### src/rtl/led_bnc_arbiter_if.sv
// Display-sharing bus between status requesters and the LED/BNC arbiter.
// The arbiter takes the slave side; the requesters take the master side.
interface led_bnc_arbiter_if #(
    parameter int NREQ = 4
);
    logic [NREQ-1:0]   req;
    logic [4*NREQ-1:0] pat;
    logic [NREQ-1:0]   gnt;
    logic [NREQ-1:0]   done;
    logic              busy;
    logic              tick;
    logic [3:0]        leds;
    logic [3:0]        bnc;
    logic [3:0]        gnd;

    modport master (
        output req, pat,
        input  gnt, done, busy, tick, leds, bnc, gnd
    );

    modport slave (
        input  req, pat,
        output gnt, done, busy, tick, leds, bnc, gnd
    );
endinterface

### src/rtl/led_bnc_arbiter.sv
// Round-robin arbiter sharing the front-panel LEDs and BNC monitor outputs
// among NREQ status requesters. A granted 4-bit pattern is shown for
// HOLD_TICKS prescaler ticks; when idle, a 4-bit heartbeat counter is shown.
// Both output banks are active-low copies of the displayed value.
module led_bnc_arbiter #(
    parameter int NREQ       = 4,
    parameter int TICK_DIV   = 200000000,
    parameter int HOLD_TICKS = 2
) (
    input logic              clk,
    input logic              rst_in,
    led_bnc_arbiter_if.slave bus
);

    localparam int IW = (NREQ > 1) ? $clog2(NREQ) : 1;
    localparam int PW = (TICK_DIV > 1) ? $clog2(TICK_DIV) : 1;
    localparam int HW = $clog2(HOLD_TICKS + 1);

    localparam logic [PW-1:0] PRESC_LAST = PW'(TICK_DIV - 1);
    localparam logic [HW-1:0] HOLD_LAST  = HW'(HOLD_TICKS - 1);
    localparam logic [IW-1:0] LAST_INIT  = IW'(NREQ - 1);

    typedef enum logic [1:0] {
        ST_IDLE,
        ST_SHOW,
        ST_REL
    } state_t;

    state_t          state_q;
    logic [PW-1:0]   presc_q;
    logic            tick_q;
    logic [3:0]      hb_q;
    logic [3:0]      disp_q;
    logic [HW-1:0]   hold_q;
    logic [IW-1:0]   last_q;
    logic [NREQ-1:0] gnt_q;
    logic [NREQ-1:0] done_q;
    logic            busy_q;

    logic            tick_evt;
    logic            owner_req;
    logic [IW-1:0]   win_idx;
    logic [NREQ-1:0] win_oh;
    logic [3:0]      win_pat;

    // Pick the first set request at or after (last+1) mod NREQ, wrapping.
    // The candidate with the smallest forward distance from last+1 wins.
    function automatic logic [IW-1:0] rr_pick(input logic [NREQ-1:0] r,
                                              input logic [IW-1:0]   l);
        logic [IW-1:0] w;
        int            best_d;
        int            d;
        w      = l;
        best_d = NREQ;
        for (int i = 0; i < NREQ; i++) begin
            d = (i - int'(l) - 1 + 2 * NREQ) % NREQ;
            if (r[i] && (d < best_d)) begin
                best_d = d;
                w      = IW'(i);
            end
        end
        return w;
    endfunction

    // The tick event fires on the last prescaler count; the registered tick
    // output and every tick-driven counter update on the same edge.
    assign tick_evt  = (presc_q == PRESC_LAST);
    assign win_idx   = rr_pick(bus.req, last_q);
    // The owner still wants the display as long as its request is high.
    assign owner_req = |(bus.req & gnt_q);

    // Decode the winner into a one-hot grant and select its pattern.
    always_comb begin
        win_oh  = '0;
        win_pat = '0;
        for (int i = 0; i < NREQ; i++) begin
            if (int'(win_idx) == i) begin
                win_oh[i] = 1'b1;
                win_pat   = bus.pat[4*i +: 4];
            end
        end
    end

    // Control FSM with prescaler, heartbeat, hold counter and display register.
    always_ff @(posedge clk or negedge rst_in) begin
        if (!rst_in) begin
            state_q <= ST_IDLE;
            presc_q <= '0;
            tick_q  <= 1'b0;
            hb_q    <= '0;
            disp_q  <= '0;
            hold_q  <= '0;
            last_q  <= LAST_INIT;
            gnt_q   <= '0;
            done_q  <= '0;
            busy_q  <= 1'b0;
        end else begin
            done_q <= '0;
            tick_q <= tick_evt;
            if (tick_evt) begin
                presc_q <= '0;
            end else begin
                presc_q <= presc_q + 1'b1;
            end

            case (state_q)
                ST_IDLE: begin
                    if (|bus.req) begin
                        // Restart the prescaler so the hold spans exactly
                        // HOLD_TICKS*TICK_DIV cycles; no tick this cycle.
                        state_q <= ST_SHOW;
                        presc_q <= '0;
                        tick_q  <= 1'b0;
                        gnt_q   <= win_oh;
                        busy_q  <= 1'b1;
                        disp_q  <= win_pat;
                        hold_q  <= '0;
                        last_q  <= win_idx;
                    end else if (tick_evt) begin
                        hb_q   <= hb_q + 4'd1;
                        disp_q <= hb_q + 4'd1;
                    end else begin
                        disp_q <= hb_q;
                    end
                end
                ST_SHOW: begin
                    if (!owner_req) begin
                        // Abort wins over a completion landing on the same cycle.
                        state_q <= ST_IDLE;
                        gnt_q   <= '0;
                        busy_q  <= 1'b0;
                        disp_q  <= hb_q;
                    end else if (tick_evt) begin
                        hold_q <= hold_q + 1'b1;
                        if (hold_q == HOLD_LAST) begin
                            state_q <= ST_REL;
                            done_q  <= gnt_q;
                            gnt_q   <= '0;
                            busy_q  <= 1'b0;
                            disp_q  <= hb_q;
                        end
                    end
                end
                ST_REL: begin
                    state_q <= ST_IDLE;
                    disp_q  <= hb_q;
                end
                default: begin
                    state_q <= ST_IDLE;
                end
            endcase
        end
    end

    assign bus.gnt  = gnt_q;
    assign bus.done = done_q;
    assign bus.busy = busy_q;
    assign bus.tick = tick_q;
    assign bus.leds = ~disp_q;
    assign bus.bnc  = ~disp_q;
    assign bus.gnd  = 4'hF;

endmodule

### src/flat_wrapper.sv
// flat-port wrapper written by rule: the top's interface ports become plain ports
module led_bnc_arbiter_flat 
#(
    parameter int NREQ       = 4,
    parameter int TICK_DIV   = 200000000,
    parameter int HOLD_TICKS = 2
)
  (clk, rst_in, bus_req, bus_pat, bus_gnt, bus_done, bus_busy, bus_tick, bus_leds, bus_bnc, bus_gnd);
  led_bnc_arbiter_if #(.NREQ(NREQ)) bus_i ();
  input logic clk;
  input logic rst_in;
  input wire logic [$bits(bus_i.req)-1:0] bus_req;
  input wire logic [$bits(bus_i.pat)-1:0] bus_pat;
  output wire logic [$bits(bus_i.gnt)-1:0] bus_gnt;
  output wire logic [$bits(bus_i.done)-1:0] bus_done;
  output wire logic [$bits(bus_i.busy)-1:0] bus_busy;
  output wire logic [$bits(bus_i.tick)-1:0] bus_tick;
  output wire logic [$bits(bus_i.leds)-1:0] bus_leds;
  output wire logic [$bits(bus_i.bnc)-1:0] bus_bnc;
  output wire logic [$bits(bus_i.gnd)-1:0] bus_gnd;
  assign bus_i.req = bus_req;
  assign bus_i.pat = bus_pat;
  assign bus_gnt = bus_i.gnt;
  assign bus_done = bus_i.done;
  assign bus_busy = bus_i.busy;
  assign bus_tick = bus_i.tick;
  assign bus_leds = bus_i.leds;
  assign bus_bnc = bus_i.bnc;
  assign bus_gnd = bus_i.gnd;
  led_bnc_arbiter #(.NREQ(NREQ), .TICK_DIV(TICK_DIV), .HOLD_TICKS(HOLD_TICKS)) u_core (.clk(clk), .rst_in(rst_in), .bus(bus_i));
endmodule
### config.mk
export PLATFORM = sky130hd
export DESIGN_NAME = led_bnc_arbiter_flat
export DESIGN_NICKNAME = d
export VERILOG_FILES = /design/src/rtl/led_bnc_arbiter_if.sv /design/src/rtl/led_bnc_arbiter.sv /design/src/flat_wrapper.sv
export SDC_FILE = /design/constraint.sdc
export NUM_CORES = 1
export LEC_CHECK = 0
export CAP_MARGIN = 20
export CORE_ASPECT_RATIO = 0.75
export CORE_MARGIN = 2
export CORE_UTILIZATION = 45
export CTS_CLUSTER_SIZE = 30
export DETAILED_ROUTE_END_ITERATION = 12
export PLACE_DENSITY = 0.64
export REMOVE_ABC_BUFFERS = 1
export SETUP_SLACK_MARGIN = 0.1
export SYNTH_ARGS = -nofsm -noshare
export SYNTH_HDL_FRONTEND = slang
export SYNTH_SLANG_ARGS = --single-unit
export TNS_END_PERCENT = 100
### constraint.sdc
create_clock -name clk -period 11.9 [get_ports clk]
set_clock_uncertainty 0.2 [all_clocks]
set_input_delay 3.57 -clock clk [delete_from_list [all_inputs] [get_ports clk]]
set_output_delay 3.57 -clock clk [all_outputs]
set_load 0.02 [all_outputs]
==> qor.log <==
qor: clocking.clk_transition_reported_paths 0.09 ns
qor: finish.n_antenna_cell 0
qor: clocking.cts_root_buf clkbuf_8
qor: route.drc 0
qor: critical_path.setup.worst_path.start bus_req[0]
qor: logic_synthesis.post_synth_num_cell_types 65
qor: clocking.cts_buffer_depth 2
qor: critical_path.rr_startpoint u_core.last_q[0]
qor: timing.worst_pin_slew 0.652 ns
qor: timing.tns 0 ns
qor: finish.finalInstanceArea 0.00381 sq mm
qor: timing.finalHoldViolations 0
qor: global_route.grt-ovfl-total 0
qor: route.wire_per_inst 13.8 microns
qor: clocking.cts_post_setup_buffers_inserted 0
qor: clocking.number_of_h_tree_branching_levels 2
qor: pwr.total_leakage_power 1.65 nW
qor: route.routed_wirelength 6890 microns
qor: clocking.post_cts_sizing_count 0
qor: hold_path.hp-class flop to flop
qor: run_status.run_status completed
qor: logic_synthesis.synth.yosys.seq_area_share 39.6%
qor: finish.final_layout_size_suffix_gt1_share 8.75%
qor: logic_synthesis.post-synth-top-area-cell dfrtp_1
qor: logic_synthesis.synth_enable_flop_cells 0
qor: finish.layout_area_overhead 15.9%
qor: timing.final_min_period_over_clock_period 70.8%
qor: logic_synthesis.synth.top_cells.by_count 50 x dfrtp_1, 36 x nor2_1, 31 x nand2_1, 23 x o21ai_0, 21 x nand3_1
qor: logic_synthesis.synth_top_area_share 38.1%
qor: floorplan.dieHeight 78.0 microns
qor: logic_synthesis.avgSynthCellArea 9.03 sq um
qor: pwr.peakVddDrop 0.000136 V
qor: timing.setup-violations-final 0
qor: placed_design.postPlaceCellArea 0.00371 sq mm
qor: logic_synthesis.netlist_top_cells_area dfrtp_1 38%, ha_1 6.1%, xor2_1 5.1%, nor2_1 4.1%, nand2_1 3.5%
qor: global_route.grt_util_all_layers 18.8%
qor: critical_path.crit_path_start_kind primary input
qor: logic_synthesis.netlist_instances 364
qor: clocking.cts_inserted_buffers 5
qor: global_route.first_global_vias 2,489
qor: pwr.total_power 846 uW
qor: logic_synthesis.synth.yosys.warnings 0
qor: logic_synthesis.ys_async_sr_fraction 100%
qor: clocking.cts_tree done
qor: run.cap_viol_max_count 0
qor: finish.layout.core_utilization 55.0%
qor: finish.finalNetCount 437
qor: clocking.clock_sinks 52
qor: timing.max_transition_margin 56.5%
qor: placed_design.detailedPlacementHpwl 5300 microns
qor: route.routed-via-count 2,640
qor: global_route.antenna_found_initial 0
qor: critical_path.worstPathArrival 8.42 ns
qor: clocking.hold_buffers 0
qor: logic_synthesis.post_synth_instance_area 0.00329 sq mm
qor: floorplan.fp.dieW 103 microns
qor: floorplan.placeableCoreArea 0.00693 sq mm
qor: hold_path.min-delay-start u_core.presc_q[0]
qor: timing.postLayoutSetupSlackWorst 3.48 ns
qor: floorplan.pin_count 44
qor: global_route.grt_max_degree 53
qor: timing.crit_path_time_final 8.42 ns
qor: critical_path.worst-setup-path-type primary input to flop
qor: pwr.pwr_density_cell 222 mW/mm^2
qor: route.drtIter0Drc 155
qor: critical_path.critPathRequiredTime 11.90 ns
qor: critical_path.crit_path_end_kind flop
qor: logic_synthesis.most_numerous_cell_in_the_yosys_netlist dfrtp_1
qor: route.first_pass_iters 5
qor: floorplan.initial_core_utilization 47.5%
qor: placed_design.count_of_placed_standard_cells_including_taps 489
qor: logic_synthesis.postSynth.topFlopCell dfrtp_1
qor: clocking.clk_latency 0.31 ns
qor: timing.grt_setup_unrepaired no
qor: placed_design.place_congestion 0.936
qor: route.drt-vias-per-instance 5.30
qor: timing.final.hold.worst_slack 0.283 ns
qor: placed_design.dpl_worst_slack 3.26 ns
qor: critical_path.biggest_fanout_along_the_worst_timing_path 10
qor: route.routed_antenna_nets 0
qor: floorplan.design.die.area 0.00801 sq mm
qor: timing.finalMaxSlewViolations 0
qor: placed_design.numPortBuffers 39
qor: finish.post_layout_nonfiller_instances 498
qor: floorplan.std_cell_rows 26
qor: logic_synthesis.postSynthRegisterBits 52
qor: global_route.grt_pass1_wl 12,100 microns
qor: timing.maxClockFrequency 119 MHz
==> final cells by class <==
cell class / instances / area (sq um)
fillers: 627 / 3120
well taps: 98 / 123
clock inverters: 2 / 16.3
inverters: 21 / 78.8
flip-flops and latches: 52 / 1300
clock buffers: 6 / 72.6
multi-input cells: 277 / 1800
repair buffers: 42 / 415
==> state kept, by name, summed over array words and instances (netlist names) <==
register,cells
u_core.bus.busy,1
u_core.bus.done,4
u_core.bus.gnt,4
u_core.bus.tick,1
u_core.disp_q,4
u_core.hb_q,4
u_core.hold_q,2
u_core.last_q,2
u_core.presc_q,28
u_core.state_q,2
==> critical path: stages <==
cell and delay, ns:
clkdlybuf4s50_1 0.59, ha_1 0.28, or3b_4 0.40, a21bo_1 0.24, nor2_2 0.21, or3_1 0.14, o21ai_0 0.07, a22oi_1 0.22
ha_1 0.19, o221ai_1 0.13, a21oi_1 0.42, o21ai_0 0.19, ha_1 0.33, nand2_1 0.09, or4bb_1 0.49, a21oi_2 0.25
a21oi_2 0.14, nand2_2 0.16, o211ai_1 0.11, a31o_1 0.19
==> cells in the final DEF (no fill, tap or decap), types with 6 or more instances in the layout <==
cell type,synthesis,layout
and3_1,7,7
xor2_1,19,19
dfrtp_1,50,50
a21oi_1,13,13
inv_1,19,19
xnor2_1,9,9
nor2_1,36,36
nand3_1,21,21
o21ai_0,23,23
or3_1,7,7
ha_1,16,16
and2_1,7,7
clkdlybuf4s50_1,0,38
nand2_1,31,31
nand2b_1,8,8
o21ai_1,6,6
==> routing by layer <==
layer / global-route usage, % / share of wire [%] / routed length [microns]
met1: 32.2 / 56 / 3870
met2: 24.0 / 38 / 2580
met3: 3.74 / 5.5 / 380
met4: 3.60 / 0.71 / 49
met5: 0 / 0 / 0
==> worst paths after layout <==
check	end	slack (ns)	cells after the start
min reg2reg	u_core.presc_q[0]	0.28	1
max reg2reg	u_core.disp_q[2]	5.99	23
max	u_core.disp_q[2]	3.48	20
min in group asynchronous	u_core.presc_q[12]	3.17	2
min	u_core.presc_q[0]	0.28	1
max in group asynchronous	u_core.hb_q[2]	7.89	2
==> report_power, final <==
group	internal [mW]	switching, mW	total (mW)
Clock	0.0419	0.0578	0.0998
Sequential	0.203	0.0224	0.226
Combinational	0.213	0.307	0.520
Total	0.458	0.387	0.846
==> cell families after synthesis <==
| logic type | share of synthesized area (%) |
|---|---|
| AND/OR/NAND/NOR | 24.2 |
| XOR/XNOR | 7.46 |
| AO/OA/AOI/OAI | 15.8 |
| multiplexers | 0.647 |
| buffers and inverters | 6.05 |
| other | 0.114 |
| adder cells (fa/ha/maj) | 6.09 |
| flip-flops | 39.6 |
Note: power is estimated with default switching activity, not from simulation.
